## src/rtl/clmul_div_8bit.sv

```systemverilog
`default_nettype none
// +----------------------------------------------------------------------------+
// | Module      : clmul_div_8bit                                               |
// | Description : Bit-serial carry-less (GF(2)[x]) polynomial divider, 2W-bit   |
// |               dividend by W-bit divisor, valid/ready on both sides.         |
// |               Optional result self-check: CLMUL_DIV_SELFCHECK_EN.           |
// | Revision    : 1.0 - initial release                                         |
// +----------------------------------------------------------------------------+
module clmul_div_8bit #(
    parameter int W = 8
) (
    input  logic             clk,
    input  logic             rst,
    input  logic             in_valid,
    output logic             in_ready,
    input  logic [2*W-1:0]   dividend,
    input  logic [W-1:0]     divisor,
    output logic             out_valid,
    input  logic             out_ready,
    output logic [2*W-1:0]   quotient,
    output logic [W-1:0]     remainder,
    output logic             div_zero,
    output logic             chk_err
);
    localparam int c_QW = 2 * W;
    localparam int c_CW = $clog2(c_QW);
    localparam int c_DW = $clog2(W);

    localparam logic [1:0] c_IDLE = 2'd0;
    localparam logic [1:0] c_CALC = 2'd1;
    localparam logic [1:0] c_DONE = 2'd2;

    logic [1:0]      r_state;
    logic [1:0]      w_state_next;
    logic [c_QW-1:0] r_n;
    logic [W-1:0]    r_d;
    logic [c_QW-1:0] r_q;
    logic [W-1:0]    r_p;
    logic [c_CW-1:0] r_cnt;
    logic [c_DW-1:0] r_dg;
    logic            r_dz;

    logic [c_DW-1:0] w_dg;
    logic [W-1:0]    w_t;
    logic            w_hit;
    logic [W-1:0]    w_p_next;
    logic [c_QW-1:0] w_q_next;
    logic            w_chk;

    // Divisor degree: position of the highest set bit
    always_comb begin
        w_dg = '0;
        for (int i = 0; i < W; i++) begin
            if (divisor[i]) begin
                w_dg = c_DW'(i);
            end
        end
    end

    // deg P < dg <= W-1, so the top bit of P is always clear and the shifted
    // value still fits in W bits.
    assign w_t      = {r_p[W-2:0], r_n[r_cnt]};
    assign w_hit    = w_t[r_dg];
    assign w_p_next = w_hit ? (w_t ^ r_d) : w_t;
    assign w_q_next = {r_q[c_QW-2:0], w_hit};

    always_ff @(posedge clk) begin
        if (rst) begin
            r_state <= c_IDLE;
        end else begin
            r_state <= w_state_next;
        end
    end

    always_comb begin
        w_state_next = r_state;
        case (r_state)
            c_IDLE: begin
                if (in_valid) begin
                    w_state_next = (divisor == '0) ? c_DONE : c_CALC;
                end
            end
            c_CALC: begin
                if (r_cnt == '0) begin
                    w_state_next = c_DONE;
                end
            end
            c_DONE: begin
                if (out_ready) begin
                    w_state_next = c_IDLE;
                end
            end
            default: w_state_next = c_IDLE;
        endcase
    end

    always_comb begin
        in_ready  = (r_state == c_IDLE);
        out_valid = (r_state == c_DONE);
        quotient  = (r_state == c_DONE) ? r_q : '0;
        remainder = (r_state == c_DONE) ? r_p : '0;
        div_zero  = (r_state == c_DONE) && r_dz;
        chk_err   = (r_state == c_DONE) && w_chk;
    end

    always_ff @(posedge clk) begin
        if (rst) begin
            r_n   <= '0;
            r_d   <= '0;
            r_q   <= '0;
            r_p   <= '0;
            r_cnt <= '0;
            r_dg  <= '0;
            r_dz  <= 1'b0;
        end else begin
            case (r_state)
                c_IDLE: begin
                    if (in_valid) begin
                        r_n   <= dividend;
                        r_d   <= divisor;
                        r_q   <= '0;
                        r_p   <= '0;
                        r_dg  <= w_dg;
                        r_cnt <= c_CW'(c_QW - 1);
                        r_dz  <= (divisor == '0);
                    end
                end
                c_CALC: begin
                    r_q <= w_q_next;
                    r_p <= w_p_next;
                    if (r_cnt != '0) begin
                        r_cnt <= r_cnt - 1'b1;
                    end
                end
                default: begin
                end
            endcase
        end
    end

`ifdef CLMUL_DIV_SELFCHECK_EN
    logic [c_QW-1:0] w_prod;
    logic            r_chk;

    // Rebuild Q*D ^ R from the final-step values so the check lands with DONE
    always_comb begin
        w_prod = {{W{1'b0}}, w_p_next};
        for (int i = 0; i < W; i++) begin
            if (r_d[i]) begin
                w_prod = w_prod ^ (w_q_next << i);
            end
        end
    end

    always_ff @(posedge clk) begin
        if (rst) begin
            r_chk <= 1'b0;
        end else if (r_state == c_IDLE) begin
            r_chk <= 1'b0;
        end else if ((r_state == c_CALC) && (r_cnt == '0)) begin
            r_chk <= (w_prod != r_n);
        end
    end

    assign w_chk = r_chk;
`else
    assign w_chk = 1'b0;
`endif

endmodule
`default_nettype wire

```

## config.mk

```make
export PLATFORM = sky130hd
export DESIGN_NAME = clmul_div_8bit
export DESIGN_NICKNAME = d
export VERILOG_FILES = /design/src/rtl/clmul_div_8bit.sv
export SDC_FILE = /design/constraint.sdc
export NUM_CORES = 1
export LEC_CHECK = 0
export ABC_AREA = 1
export CORE_UTILIZATION = 35
export DETAILED_ROUTE_END_ITERATION = 6
export DONT_BUFFER_PORTS = 1
export PLACE_DENSITY = 0.54
export SLEW_MARGIN = 20
export SYNTH_ARGS = -nofsm -noshare
export SYNTH_HDL_FRONTEND = slang
export SYNTH_SLANG_ARGS = --single-unit
```

## constraint.sdc

```tcl
create_clock -name clk -period 2.95 [get_ports clk]
set_input_delay 0.59 -clock clk [delete_from_list [all_inputs] [get_ports clk]]
set_output_delay 0.59 -clock clk [all_outputs]
set_load 0.03 [all_outputs]
```

-- Word level (Yosys, flattened, before mapping)
Cells that the tools add are included.
- word-level logic and storage cells: 54
- register bits after elaboration: 58
- output and inout bits: 28
- reduce and logical (&&, ||, !) cells: 10
- eq/ne operators: 6
- order comparisons: 2
- bitwise logic cells: 1
- muxes and demuxes: 26
- $add $sub $neg: 1
- operator list (operator ; number):
    two-way mux 16 bit ; 2
    one-hot mux 16 bit (2 select lines) ; 1
    two-way mux 8 bit ; 3
    one-hot mux 8 bit (2 select lines) ; 1
    two-way mux 3 bit ; 5
    two-way mux 2 bit ; 5
    logical NOT 8 bit ; 1
    two-way mux 4 bit ; 2
    one-hot mux 4 bit (2 select lines) ; 1
    bitwise XOR 8 bit ; 1
    inequality test 2 bit, second input constant ; 3
    one-hot mux 2 bit (3 select lines) ; 1
    AND reduction 3 bit ; 2
    less-than comparator 4 x 5 -> 1 bit, second input constant ; 1
    binary-select mux 1 bit (select 4 bit) ; 1
    logical NOT 4 bit ; 1
    less-than comparator 3 x 4 -> 1 bit, second input constant ; 1
    AND reduction 2 bit ; 2
    nonzero test 4 bit ; 1
    subtractor 4 x 1 -> 4 bit, second input constant ; 1
    binary-select mux 1 bit (select 3 bit) ; 1
    two-way mux 1 bit ; 3
    equality test 2 x 1 -> 1 bit, second input constant ; 1
    equality test 2 bit, second input constant ; 1
    4 further kinds ; 4

-- Logic depth before layout (Yosys ltp)
Gate-level depths: netlist (run 1).
- depth in word-level cells: 7
- mapped depth: 14

-- Worst setup path after synthesis (run 1)
OpenSTA, ideal clock, no wires.
- path type: register to output
- start point: reg r_state[1]
- end point: out quotient[10]
- arrival time: 1.788 ns
- path slack: 0.572 ns
- stages on the path, launching flop included: 6
- data required time: 2.360 ns
- buffers on the path: 1
- cells stage by stage: dfxtp_1 -> inv_1 -> nor2_1 -> clkinv_1 -> clkbuf_1 -> nor2_1
- longest elaborated chain between the ends: 2
- RTL lines (element ; line ; source):
    start, declared ; 33 ; logic [1:0] r_state;
    start signal, assigned ; 69 ; r_state <= c_IDLE;
    start signal, assigned ; 71 ; r_state <= w_state_next;
    equality test 2 bit ; - ;
    via out_valid ; 18 ; output logic out_valid,
    two-way mux 16 bit ; 100 ; quotient = (r_state == c_DONE) ? r_q : '0;
    end, declared ; 20 ; output logic [2*W-1:0] quotient,
The timed path passes the listed nets, and every way through them passes these cells.

-- Final worst setup path (run 1)
- start point: reg r_state[1]
- end point: out div_zero
- longest elaborated chain between the ends: 2
- RTL lines (element ; line ; source):
    equality test 2 bit ; 102 ; div_zero = (r_state == c_DONE) && r_dz;
    logical AND 1 bit ; 102 ;
    end, declared ; 22 ; output logic div_zero,
Every way passes these cells.

==> impl_metrics.yaml, run 1 <==
outcome:
  status: "complete, no violations"
setup_path:
  crit_family: "buffers and inverters"
  r2r_slack_ns: 0.86
  crit_buf_inv: 5
  cp.required_ns: 2.36
  path_cells: "inv_1 > nor2_1 > buf_4 > clkinv_1 > buf_4 > nor2_1 > buf_4"
  crit_type: "reg2out"
  r2r-start: "r_cnt[0]$_SDFFE_PP0P_"
  start_kind: "register"
  cp_max_fo: 26
  reg2reg_depth: 9
  rr_endpoint: "r_cnt[3]$_SDFFE_PP0P_"
  slowest_stage: "dfxtp_1"
  arrival_ns: 1.60
  cp-end-kind: "primary output"
  path_common_cell: "buf_4"
  critPathMaxStageDelay_ns: 0.34
layout:
  syn_to_final_growth_pct: 17.0
  drive_gt1_share_pct: 13.4
  num-nets-final: 457
  final_util_pct: 43.4
  diodes: 0
sta:
  whs_ns: 0.320
  maxSlewHeadroom_pct: 43.1
  rsz0062_at_grt: "false"
  period_share_pct: 74.2
  final-hold-violation-count: 0
  drv_slew: 0
  worst-slew-pin-transition_ns: 0.846
  period_needed_ns: 2.19
  clock.fmax_mhz: 457
  setup_tns_ns: 0
  finalSetupViolCount: 0
  skew_ns: 0.00768
  worst_slack_ns: 0.761
logic_synthesis:
  yosys_warnings: 0
  syn_nets: 435
  synth-seq-area-share_pct: 42.3
  ys_ff_latch: 58
  syn_avg_cell_area_sq_um: 6.76
  syn_area_sq_um: 2750
  synth.distinct_cells: 27
  syn_inst: 406
clock_network:
  cts_setup_buffers: 0
  cts_max_path_buffers: 2
  cts_made_buffers: 9
  cts_root_buf: "clkbuf_8"
  cts_tree: "done"
  worstSkewPairLatency_ns: 0.33
  clock-sinks: 58
  htreeDepth: 3
  cts_hold_buf: 0
  clk_pin_slew_ns: 0.07
  cts.repair.resized: 0
route:
  avgViaCountPerCell: 4.73
  avgRoutedWirePerCell_microns: 11.9
  firstDrtPassIters: 4
  antenna_left: 0
  route.detailed.drc: 0
  vias: 2516
  wl_microns: 6350
  drt_iter0_markers: 122
placement:
  hpwlAfterDp_microns: 4430
  place.gp.congestion: 0.765
  place.port_buffers: 0
  post-place-ws_ns: 0.868
global_route:
  grt.total_usage_pct: 17.0
  grt_pass1_wl_microns: 11400
  grt_overflow: 0
  grt_pass1_vias: 2452
  antenna_found_initial: 0
  grt_max_degree: 34
floorplanning:
  die_x_microns: 90.6
  pin_count: 56
  dieArea_sq_um: 8200
  coreArea_sq_um: 7410
  rows: 31
  die_h_microns: 90.6
  initial_utilization_pct: 37.1
power_and_ir_drop:
  p_per_area_nw_per_um2: 657
  power.leakage_nw: 1.28
  ir_drop_mv: 0.261
run:
  cap_violations: 0
min_path:
  holdPathEnd: "r_q[4]$_SDFFE_PP0P_"
  whs_path_depth: 1
  hp-class: "in2reg"
  hp-start: "rst"
[cell type report]
class / count / area, sq um
clock buffer: 11 / 151
clock inverter: 5 / 52.6
fill: 780 / 4200
inverter: 53 / 199
multi-input combinational: 276 / 1300
sequential: 58 / 1160
tap: 99 / 124
timing repair buffer: 30 / 225
[where the power goes]
group	total [mW]	leakage (nW)	internal, mW	switching (mW)
Sequential	0.918	0.476	0.857	0.0611
Combinational	0.452	0.700	0.145	0.306
Clock	0.740	0.105	0.431	0.308
[metrics by stage]
| stage | power, mW | cell area [sq um] | std cells |
|---|---|---|---|
| 2_1_floorplan | 1.30 | 2750 | 406 |
| 3_3_place_gp | 1.38 | 3010 | 516 |
| 3_5_place_dp | 1.39 | 3010 | 516 |
| 4_1_cts | 2.13 | 3210 | 532 |
| 5_1_grt | 2.25 | 3210 | 532 |
| 6_report | 2.11 | 3210 | 532 |
[state kept, by name, summed over array words and instances (netlist names)]
name / cells
r_cnt: 4
r_d: 8
r_dg: 3
r_dz: 1
r_n: 16
r_p: 8
r_q: 16
r_state: 2
[synth_stat cells (all sizes together)]
library cell	n	share of area (%)
nand2	92	13
dfxtp	58	42
nor2	55	7.5
inv	51	7.0
a21oi	48	9.2
o21ai	39	7.2
nand3	22	4.6
clkbuf	16	2.2
xor2	6	1.9
a31oi	3	0.68
buf	3	0.96
a211oi	2	0.55
clkinv	2	0.27
or2	2	0.46
a311oi	1	0.32
conb	1	0.14
ha	1	0.46
nand4	1	0.23
nor4	1	0.23
o2111ai	1	0.32
xnor2	1	0.32
[cell families after synthesis]
kind of cell	share of synthesized area, %
AND/OR/NAND/NOR	26.2
other	0.137
buffers and inverters	10.4
adder cells (fa/ha/maj)	0.456
flip-flops	42.3
AO/OA/AOI/OAI	18.3
XOR/XNOR	2.23
[metal layers]
metal | GRT usage (%) | routed length (microns) | share of wire, %
met1 | 23.4 | 3280 | 52
met2 | 25.7 | 2700 | 42
met3 | 4.21 | 342 | 5.4
met4 | 6.05 | 29 | 0.46
met5 | 0 | 0 | 0
[placed cells by master, fill, tap and decap left out, drive strengths merged]
master / count
nand2: 92
dfxtp: 58
nor2: 55
inv: 51
a21oi: 48
o21ai: 39
buf: 30
nand3: 22
clkbuf: 11
xor2: 6
clkinv: 5
a31oi: 3
a211oi: 2
or2: 2
a311oi: 1
nor4: 1
o2111ai: 1
xnor2: 1
nand4: 1
ha: 1
conb: 1
bufinv: 1
clkinvlp: 1
[worst max path at each step]
stage	endpoint	startpoint	cells after the start
after detailed placement	r_cnt[3]$_SDFFE_PP0P_	r_cnt[0]$_SDFFE_PP0P_	9
after CTS	quotient[0]	r_state[1]$_SDFFE_PP0P_	7
after global placement	r_cnt[3]$_SDFFE_PP0P_	r_cnt[0]$_SDFFE_PP0P_	9
final	div_zero	r_state[1]$_SDFFE_PP0P_	7
after global routing	r_cnt[3]$_SDFFE_PP0P_	r_cnt[0]$_SDFFE_PP0P_	9
after floorplan	quotient[10]	r_state[1]$_SDFFE_PP0P_	5
(Power assumes the default switching activity.)
==> run 2: changes to the inputs <==
- PLACE_DENSITY: 0.54 -> 0.56
- clock period: 2.95 -> 1.8 ns (I/O delays scaled with it)
==> impl_metrics.yaml, run 2 (synthesis gave the netlist of run 1 again) <==
global_route:
  grt_max_degree: 34
  grt.total_usage_pct: 16.9
  antenna_found_initial: 0
  grt_pass1_wl_microns: 11200
  grt_pass1_vias: 2428
  grt_overflow: 0
layout:
  fillers: 771
  diodes: 0
  drive_gt1_share_pct: 19.8
  syn_to_final_growth_pct: 25.3
  num-nets-final: 448
  final_util_pct: 46.4
  reg_top3: "r_n: 16 flops, r_q: 16 flops"
  layout_commonest_cell: "nand2_1"
  mostFrequentLayoutCells: "nand2_1, dfxtp_1, inv_1"
floorplanning:
  coreArea_sq_um: 7410
  die_h_microns: 90.6
  pin_count: 56
  die_x_microns: 90.6
  rows: 31
  initial_utilization_pct: 37.1
  dieArea_sq_um: 8200
min_path:
  hp-start: "rst"
  whs_path_depth: 1
  hp-class: "in2reg"
  holdPathEnd: "r_q[11]$_SDFFE_PP0P_"
clock_network:
  htreeDepth: 3
  clk_pin_slew_ns: 0.07
  worstSkewPairLatency_ns: 0.34
  cts_made_buffers: 9
  cts_hold_buf: 0
  cts_setup_buffers: 0
  cts_max_path_buffers: 2
  cts_root_buf: "clkbuf_8"
  cts_tree: "done"
  clock-sinks: 58
setup_path:
  slowest_stage: "dfxtp_2"
  r2r-start: "r_cnt[0]$_SDFFE_PP0P_"
  crit_family: "buffers and inverters"
  path_cells: "inv_2 > nor2_4 > inv_4 > buf_12 > nor2_2 > buf_4"
  rr_endpoint: "r_p[0]$_SDFFE_PP0P_"
  arrival_ns: 1.34
  cp_max_fo: 7
  start_kind: "register"
  cp-end-kind: "primary output"
  critPathMaxStageDelay_ns: 0.33
  crit_buf_inv: 4
  crit_type: "reg2out"
  reg2reg_depth: 13
  r2r_slack_ns: 0.20
  cp.required_ns: 1.44
sta:
  period_needed_ns: 1.70
  drv_slew: 0
  clock.fmax_mhz: 587
  finalSetupViolCount: 0
  skew_ns: 0.00729
  setup_tns_ns: 0
  final-hold-violation-count: 0
  period_share_pct: 94.6
  rsz0062_at_grt: "false"
route:
  vias: 2471
  antenna_left: 0
  drt_iter0_markers: 136
  avgRoutedWirePerCell_microns: 12.7
  route.detailed.drc: 0
  firstDrtPassIters: 4
  avgViaCountPerCell: 4.72
  wl_microns: 6640
run:
  cap_violations: 0
power_and_ir_drop:
  p_per_area_nw_per_um2: 1110
  power.leakage_nw: 1.28
  ir_drop_mv: 0.393
placement:
  place.port_buffers: 0
  hpwlAfterDp_microns: 4520
  place.gp.congestion: 0.836
outcome:
  status: "complete, no violations"
==> run 2: timing repair <==
| item | in CTS | in global routing |
|---|---|---|
| hold endpoints to repair | 0 | 0 |
| gates cloned | 0 | 3 |
| pin swaps | 0 | 3 |
| endpoints found under the setup margin | 2 | 22 |
| resized for setup | 2 | 21 |
==> run 2: worst max-delay path by stage <==
stage / start / end / cells past startpoint
6_report: r_state[1]$_SDFFE_PP0P_ / div_zero / 6
3_5_place_dp: r_cnt[1]$_SDFFE_PP0P_ / r_cnt[0]$_SDFFE_PP0P_ / 9
4_1_cts: r_state[1]$_SDFFE_PP0P_ / quotient[0] / 6
2_1_floorplan: r_state[1]$_SDFFE_PP0P_ / quotient[10] / 5
5_1_grt: r_state[1]$_SDFFE_PP0P_ / quotient[1] / 6
3_3_place_gp: r_cnt[1]$_SDFFE_PP0P_ / r_cnt[0]$_SDFFE_PP0P_ / 9
==> run 2: per-layer routing <==
layer | track usage [%] | routed length (microns) | vias up
li1 | - | - | 1311
met1 | 22.0 | 3290 | 1105
met2 | 25.6 | 2890 | 46
met3 | 5.56 | 353 | 9
met4 | 6.99 | 102 | 0
met5 | 0 | 0 | -
==> run 2: metrics by stage <==
stage | std cells | setup slack (ns) | hold slack, ns | cell area, sq um | power [mW]
2_1_floorplan | 406 | 0.00822 | 0.424 | 2910 | 2.16
3_3_place_gp | 504 | 0.0466 | 0.427 | 3080 | 2.34
3_5_place_dp | 504 | 0.0433 | 0.428 | 3080 | 2.35
4_1_cts | 520 | 0.00715 | 0.0641 | 3330 | 3.77
5_1_grt | 523 | 0.00480 | 0.0556 | 3440 | 4.04
6_report | 523 | 0.0979 | 0.0855 | 3440 | 3.81
==> run 2: final cells by class <==
type                       count  area [sq um]  area share (%)
multi-input combinational    277          1500            43.6
inverter                      53           201            5.86
tap                           99           124            3.60
sequential                    58          1170            33.9
timing repair buffer          20           209            6.08
clock buffer                  12           165            4.80
clock inverter                 4          72.6            2.11
==> run 2: power breakdown <==
group / leakage, nW / internal, mW / switching, mW / total (mW)
sequential: 0.477 / 1.41 / 0.0904 / 1.50
clock: 0.119 / 0.890 / 0.520 / 1.41
combinational: 0.684 / 0.314 / 0.585 / 0.899
==> run 3: changes to the inputs <==
- CAP_MARGIN: default -> 20
==> results of run 3 <==
No change in the layout: final DEF, timing and power equal those of run 2.
